[config.mk]
export PLATFORM = sky130hd
export DESIGN_NAME = uart_tx_stream
export DESIGN_NICKNAME = d
export VERILOG_FILES = /design/src/rtl/uart_pkg.sv /design/src/rtl/uart_tx_fifo.sv /design/src/rtl/uart_tx_stream.sv
export SDC_FILE = /design/constraint.sdc
export NUM_CORES = 1
export LEC_CHECK = 0
export ABC_AREA = 0
export CORE_AREA = 8 8 126 93
export CTS_BUF_LIST = sky130_fd_sc_hd__clkbuf_8
export DETAILED_ROUTE_END_ITERATION = 10
export DIE_AREA = 0 0 134 101
export PLACE_DENSITY = 0.69
export RECOVER_POWER = 100
export SYNTH_ARGS = -nofsm -noshare
export SYNTH_HDL_FRONTEND = slang
export SYNTH_HIERARCHICAL = 1
export SYNTH_SLANG_ARGS = --single-unit
[constraint.sdc]
create_clock -name CLK -period 5.1 [get_ports CLK]
set_clock_uncertainty 0.2 [all_clocks]
set_input_delay 0.51 -clock CLK [delete_from_list [all_inputs] [get_ports CLK]]
set_output_delay 0.51 -clock CLK [all_outputs]
set_load 0.05 [all_outputs]
[src/rtl/uart_pkg.sv]
// Purpose: shared types and constants for the streaming UART transmitter.
// Latency: n/a (declarations only).
// Backpressure: n/a.
package uart_pkg;

  typedef enum logic [2:0] {
    ST_IDLE,
    ST_START,
    ST_DATA,
    ST_PARITY,
    ST_STOP
  } uart_tx_state_t;

  localparam logic PAR_EVEN = 1'b0;
  localparam logic PAR_ODD  = 1'b1;

  localparam logic STOP_ONE = 1'b0;
  localparam logic STOP_TWO = 1'b1;

  // Parity bit from the XOR-reduction of the data word and the parity type.
  function automatic logic parity_bit(input logic data_xor, input logic typ);
    logic r;
    case (typ)
      PAR_EVEN: r = data_xor;
      PAR_ODD:  r = ~data_xor;
      default:  r = data_xor;
    endcase
    return r;
  endfunction

endpackage

[src/rtl/uart_tx_fifo.sv]
// Purpose: generic synchronous FIFO; pointers carry one extra wrap bit for full/empty.
// Latency: a pushed word is visible at head_data one cycle after the push edge (no bypass).
// Backpressure: caller must not push when full nor pop when empty.
//
// Ports: CLK/RST clock and async active-low reset; push/push_data write side;
// pop/head_data read side; level = words held; full/empty status.
module uart_tx_fifo #(
  parameter int DATA_WIDTH = 8,
  parameter int FIFO_DEPTH = 4
) (
  input  logic                          CLK,
  input  logic                          RST,
  input  logic                          push,
  input  logic [DATA_WIDTH-1:0]         push_data,
  input  logic                          pop,
  output logic [DATA_WIDTH-1:0]         head_data,
  output logic [$clog2(FIFO_DEPTH):0]   level,
  output logic                          full,
  output logic                          empty
);

  localparam int AW = $clog2(FIFO_DEPTH);

  logic [AW:0]           wr_ptr;
  logic [AW:0]           rd_ptr;
  logic [DATA_WIDTH-1:0] mem [FIFO_DEPTH];

  always_ff @(posedge CLK or negedge RST) begin
    if (!RST) begin
      wr_ptr <= '0;
      rd_ptr <= '0;
    end else begin
      if (push) wr_ptr <= wr_ptr + 1'b1;
      if (pop)  rd_ptr <= rd_ptr + 1'b1;
    end
  end

  // Storage needs no reset: contents are only ever read between the pointers.
  always_ff @(posedge CLK) begin
    if (push) mem[wr_ptr[AW-1:0]] <= push_data;
  end

  assign head_data = mem[rd_ptr[AW-1:0]];
  assign level     = wr_ptr - rd_ptr;
  assign empty     = (wr_ptr == rd_ptr);
  // Same slot index but different lap bit means the writer is a full lap ahead.
  assign full      = (wr_ptr[AW] != rd_ptr[AW]) && (wr_ptr[AW-1:0] == rd_ptr[AW-1:0]);

endmodule

[src/rtl/uart_tx_stream.sv]
// Purpose: UART transmitter with baud divider, TX FIFO, optional parity, 1/2 stop bits.
// Latency: word accepted at edge N into an idle empty block -> start bit driven after edge N+1.
// Backpressure: in_ready low while the FIFO is full (even in a pop cycle); frames run back-to-back.
//
// Ports: CLK/RST clock and async active-low reset; baud_div cycles per bit (0 acts as 1);
// in_data/in_valid/in_ready word input; par_en/par_typ/stop2 frame format, sampled at frame start;
// tx_out registered serial line (idle high); busy frame active or FIFO non-empty; fifo_level.
module uart_tx_stream #(
  parameter int DATA_WIDTH = 8,
  parameter int FIFO_DEPTH = 4,
  parameter int DIV_WIDTH  = 16
) (
  input  logic                          CLK,
  input  logic                          RST,
  input  logic [DIV_WIDTH-1:0]          baud_div,
  input  logic [DATA_WIDTH-1:0]         in_data,
  input  logic                          in_valid,
  output logic                          in_ready,
  input  logic                          par_en,
  input  logic                          par_typ,
  input  logic                          stop2,
  output logic                          tx_out,
  output logic                          busy,
  output logic [$clog2(FIFO_DEPTH):0]   fifo_level
);

  import uart_pkg::*;

  localparam int CW = $clog2(DATA_WIDTH);
  localparam logic [CW-1:0] LAST_BIT = CW'(DATA_WIDTH - 1);

  uart_tx_state_t        state, state_n;
  logic [DIV_WIDTH-1:0]  div_l;
  logic [DIV_WIDTH-1:0]  div_cnt, div_cnt_n;
  logic [DIV_WIDTH-1:0]  div_eff;
  logic [CW-1:0]         bit_cnt, bit_cnt_n;
  logic [DATA_WIDTH-1:0] shreg, shreg_n;
  logic                  par_bit;
  logic                  par_en_l;
  logic                  stop2_l;
  logic                  tx_q, tx_n;
  logic                  load;
  logic                  bit_done;

  logic                  fifo_push;
  logic [DATA_WIDTH-1:0] fifo_head;
  logic                  fifo_full;
  logic                  fifo_empty;

  assign in_ready  = !fifo_full;
  assign fifo_push = in_valid && in_ready;

  uart_tx_fifo #(
    .DATA_WIDTH (DATA_WIDTH),
    .FIFO_DEPTH (FIFO_DEPTH)
  ) u_fifo (
    .CLK       (CLK),
    .RST       (RST),
    .push      (fifo_push),
    .push_data (in_data),
    .pop       (load),
    .head_data (fifo_head),
    .level     (fifo_level),
    .full      (fifo_full),
    .empty     (fifo_empty)
  );

  assign div_eff  = (div_l == '0) ? DIV_WIDTH'(1) : div_l;
  assign bit_done = (div_cnt == div_eff - DIV_WIDTH'(1));

  // tx_n is the line value for the state being entered, so tx_out is a flop
  // yet changes on the same edge as the state.
  always_comb begin
    state_n   = state;
    div_cnt_n = bit_done ? '0 : div_cnt + DIV_WIDTH'(1);
    bit_cnt_n = bit_cnt;
    shreg_n   = shreg;
    tx_n      = tx_q;
    load      = 1'b0;

    case (state)
      ST_IDLE: begin
        div_cnt_n = '0;
        tx_n      = 1'b1;
        if (!fifo_empty) begin
          load    = 1'b1;
          state_n = ST_START;
          tx_n    = 1'b0;
        end
      end
      ST_START: begin
        if (bit_done) begin
          state_n   = ST_DATA;
          bit_cnt_n = '0;
          tx_n      = shreg[0];
        end
      end
      ST_DATA: begin
        if (bit_done) begin
          if (bit_cnt == LAST_BIT) begin
            bit_cnt_n = '0;
            if (par_en_l) begin
              state_n = ST_PARITY;
              tx_n    = par_bit;
            end else begin
              state_n = ST_STOP;
              tx_n    = 1'b1;
            end
          end else begin
            bit_cnt_n = bit_cnt + CW'(1);
            shreg_n   = shreg >> 1;
            tx_n      = shreg[1];
          end
        end
      end
      ST_PARITY: begin
        if (bit_done) begin
          state_n   = ST_STOP;
          bit_cnt_n = '0;
          tx_n      = 1'b1;
        end
      end
      ST_STOP: begin
        if (bit_done) begin
          if ((bit_cnt == '0) && (stop2_l == STOP_TWO)) begin
            bit_cnt_n = CW'(1);
            tx_n      = 1'b1;
          end else if (!fifo_empty) begin
            // Chain straight into the next start bit with no idle cycle.
            load    = 1'b1;
            state_n = ST_START;
            tx_n    = 1'b0;
          end else begin
            state_n = ST_IDLE;
            tx_n    = 1'b1;
          end
        end
      end
      default: begin
        state_n = ST_IDLE;
        tx_n    = 1'b1;
      end
    endcase

    if (load) shreg_n = fifo_head;
  end

  always_ff @(posedge CLK or negedge RST) begin
    if (!RST) begin
      state   <= ST_IDLE;
      div_cnt <= '0;
      bit_cnt <= '0;
      shreg   <= '0;
      tx_q    <= 1'b1;
    end else begin
      state   <= state_n;
      div_cnt <= div_cnt_n;
      bit_cnt <= bit_cnt_n;
      shreg   <= shreg_n;
      tx_q    <= tx_n;
    end
  end

  // Frame format is frozen at pop so mid-frame input changes only affect the next frame.
  always_ff @(posedge CLK or negedge RST) begin
    if (!RST) begin
      div_l    <= '0;
      par_en_l <= 1'b0;
      stop2_l  <= STOP_ONE;
      par_bit  <= 1'b0;
    end else if (load) begin
      div_l    <= baud_div;
      par_en_l <= par_en;
      stop2_l  <= stop2;
      par_bit  <= parity_bit(^fifo_head, par_typ);
    end
  end

  assign tx_out = tx_q;
  assign busy   = (state != ST_IDLE) || (fifo_level != '0);

endmodule

==> flow_metrics.tcl <==
set metrics [dict create \
    drt-total-wl_um 10120 \
    antenna_found_initial 0 \
    syn_nets 446 \
    wl_met3_um 552 \
    violations "capacitance limit, slew limit" \
    crit_arrival_ns 4.32 \
    htreeDepth 3 \
    nets 486 \
    rows 31 \
    wl_met2_um 4174 \
    routed.top_layer "met4" \
    p_leak_nw 2.124 \
    grt_usage 0.1620 \
    path_cells "nor4_1, buf_4, and3_1, a21oi_1, ha_1, xnor2_1, a221o_1, a2111oi_0, nand4_1, nor3_1, nand4_2, o21ai_0, buf_4, mux2_1" \
    hold_class "reg2reg" \
    hold_violations 0 \
    synth_cell_type_count 60 \
    cts_tree "yes" \
    avgRoutedWirePerCell_um 17.44 \
    ys_seq_area_frac 0.4936 \
    synthArstFlopShare 0.6364 \
    dp_slack_ns 1.034 \
    cts-resized-gates 0 \
    dpl.hpwl_um 7288 \
    peakVddDrop_uv 545.9 \
    clockRootBuffer "clkbuf_8" \
    mappedNetlistArea_um2 4788 \
    p_total_w 0.002973 \
    cellPowerDensity_nw_per_um2 554.1 \
    ys_warn_count 6 \
    core_um2 9891 \
    path_max_fanout 18 \
    max_clock_freq_ghz 0.2347 \
    grt_pass1_wl_um 17260 \
    dr.first_iter.drc_count 289 \
    drive_above_1_share 0.1295 \
    die_w_um 134 \
    portBuffers 35 \
    critPathLaunchType "register" \
    drt-met1-wl_um 5289 \
    post_cts_buffers 0 \
    final_area_um2 5366 \
    grt_max_degree 57 \
    synth_top_area_frac 0.2874 \
    clk_pin_slew_ns 0.10 \
    postRouteAntennaNets 0 \
    antenna_cells 0 \
    fin_ws_ns 0.8390 \
    required_ns 5.16 \
    area_growth_pct 12.07 \
    yosys_register_bits 88 \
    slew_headroom -1.054 \
    max_stage_delay_ns 0.48 \
    clockBufferDepth 2 \
    status "complete, but fails checks" \
    ys.flop_type "dfrtp_1" \
    netlist.top_cell.by_area "dfrtp_1" \
    grt_overflow 0 \
    insertion_delay_ns 0.37 \
    final_max_slew_viol_count 57 \
    grt_pass1_vias 3311 \
    avgSynthCellArea_um2 11.88 \
    numCtsBuffers 9 \
    start_util 0.4841 \
    die_h_um 101 \
    synth-edff-count 32 \
    synthCells 403 \
    dr.pass1.iters 4 \
    vias 3249 \
    finalCriticalPeriod_ns 4.261 \
    finalCritPeriodShare 0.8355 \
    setup_tns_ns 0 \
    clkSinkCount 88 \
    maxCapViolCount 1 \
    ys_top_cells_by_area "dfrtp_1 29%, edfxtp_1 20%, mux2_4 5.3%, mux4_2 3.8%, xor2_1 3.7%" \
    ios 36 \
    gp_congestion 0.8829 \
    setup_viol 0 \
    grt_setup_unrepaired "false" \
    crit_path_end_kind "register" \
    via_per_inst 5.602 \
    drc_errors 0 \
    hold_buffers 0 \
    placed_area_um2 5271 \
    worstMarginPinSlew_ns 3.081 \
    slowest_stage "dfrtp_1" \
    setup.worst_path.class "reg2reg" \
    die_area_um2 13530 \
    cpMostUsedCell "buf_4" \
]
==> layer usage <==
layer / GRT usage / up-vias
li1: - / 1562
met1: 0.2387 / 1584
met2: 0.2253 / 95
met3: 0.04333 / 8
met4: 0.04729 / 0
met5: 0 / -
==> layout make-up <==
cell class	instances	area, µm²
inverter	14	52.55
fill	890	4524
multi-input combinational	287	2208
clock buffer	9	123.9
sequential	88	2364
timing repair buffer	43	401.6
clock inverter	7	51.30
tap	132	165.2
==> registers in the layout, indices dropped and copies added, names as in the netlist <==
name	flops
state	3
stop2_l	1
u_fifo/mem	32
tx_out	1
bit_cnt	3
div_cnt	16
par_bit	1
shreg	8
u_fifo/wr_ptr	3
div_l	16
u_fifo/rd_ptr	3
par_en_l	1
==> cells in the final DEF, fill, tap and decap left out, types with 5 or more instances in the layout <==
master,instances
dfrtp_1,55
nor2_1,35
edfxtp_1,32
nand2_1,20
xor2_1,20
clkdlybuf4s50_1,20
nand3_1,19
xnor2_1,18
mux2_1,16
inv_1,15
mux2_2,15
dlygate4sd3_1,14
ha_1,12
nor3_1,9
a21oi_1,9
clkbuf_8,9
nor4_1,8
o21ai_0,8
mux4_2,8
and3_1,7
buf_4,7
nand4_1,6
and2_0,5
mux2i_1,5
nor2b_1,5
==> kinds of logic (layout without fill, tap and decap cells) <==
| logic type | after synthesis | count (layout) | synth area share |
|---|---|---|---|
| AND/OR/NAND/NOR | 146 | 146 | 0.1698 |
| flip-flops | 88 | 88 | 0.4936 |
| AO/OA/AOI/OAI | 45 | 45 | 0.06559 |
| multiplexers | 45 | 45 | 0.1367 |
| XOR/XNOR | 38 | 38 | 0.06951 |
| buffers and inverters | 28 | 73 | 0.02927 |
| adder cells (fa/ha/maj) | 13 | 13 | 0.03554 |
==> cells in the mapped netlist (2+ instances only) <==
cell type / count
a31oi_1: 3
nand3b_1: 3
nor2b_1: 5
nor4_1: 8
xor2_1: 20
a21o_1: 4
xnor2_1: 18
a211oi_1: 3
mux2_2: 15
nor2_1: 35
mux4_2: 8
a21oi_1: 9
nand4_2: 2
or3_1: 4
edfxtp_1: 32
o31ai_1: 2
or4_1: 4
a211o_1: 2
nand2b_1: 3
inv_1: 14
nor3_1: 8
nand4b_1: 4
clkbuf_1: 7
o211ai_1: 3
o21ai_0: 7
and2_1: 5
nand3_1: 19
ha_1: 12
dfrtp_1: 55
buf_8: 2
nor3_2: 2
nand2_1: 20
nand4_1: 6
and4_1: 2
and3_1: 7
mux2_4: 17
a21boi_0: 2
or2_2: 2
buf_2: 4
mux2i_1: 5
==> worst max-delay path, delay by kind of cell (launching register included) <==
family	cells	cell delay (ns)
buffers and inverters	2	0.47
XOR/XNOR	1	0.13
AND/OR/NAND/NOR	5	1.24
flip-flops	1	0.48
adder cells (fa/ha/maj)	1	0.32
AO/OA/AOI/OAI	4	0.93
multiplexers	1	0.36
==> power by group <==
part | internal, W | leakage (nW) | switching (W)
clock | 0.000182 | 0.0922 | 0.000274
combinational | 0.000583 | 1.05 | 0.000696
sequential | 0.000963 | 0.984 | 0.000276
==> path summary, 6_finish.rpt <==
check	from	to	slack (ns)	depth (start not counted)
setup / recovery	div_l[0]	shreg[4]	0.84	14
hold / removal	u_fifo/wr_ptr[2]	u_fifo/wr_ptr[2]	0.30	1
setup reg to reg	div_l[0]	shreg[4]	0.84	14
hold reg to reg	u_fifo/wr_ptr[2]	u_fifo/wr_ptr[2]	0.30	1
max in group asynchronous	RST	bit_cnt[0]	1.93	2
min in group asynchronous	RST	div_cnt[13]	1.05	2
==> stage by stage <==
step           std cells  hold slack (ns)  utilization
5_1_grt              580           0.3110       0.5426
3_5_place_dp         564           0.2762       0.5330
6_report             580           0.2955       0.5426
3_3_place_gp         564           0.2763       0.5330
4_1_cts              580          0.09995       0.5507
2_1_floorplan        403          0.01441            -
Power figures use the tool's default switching activity.
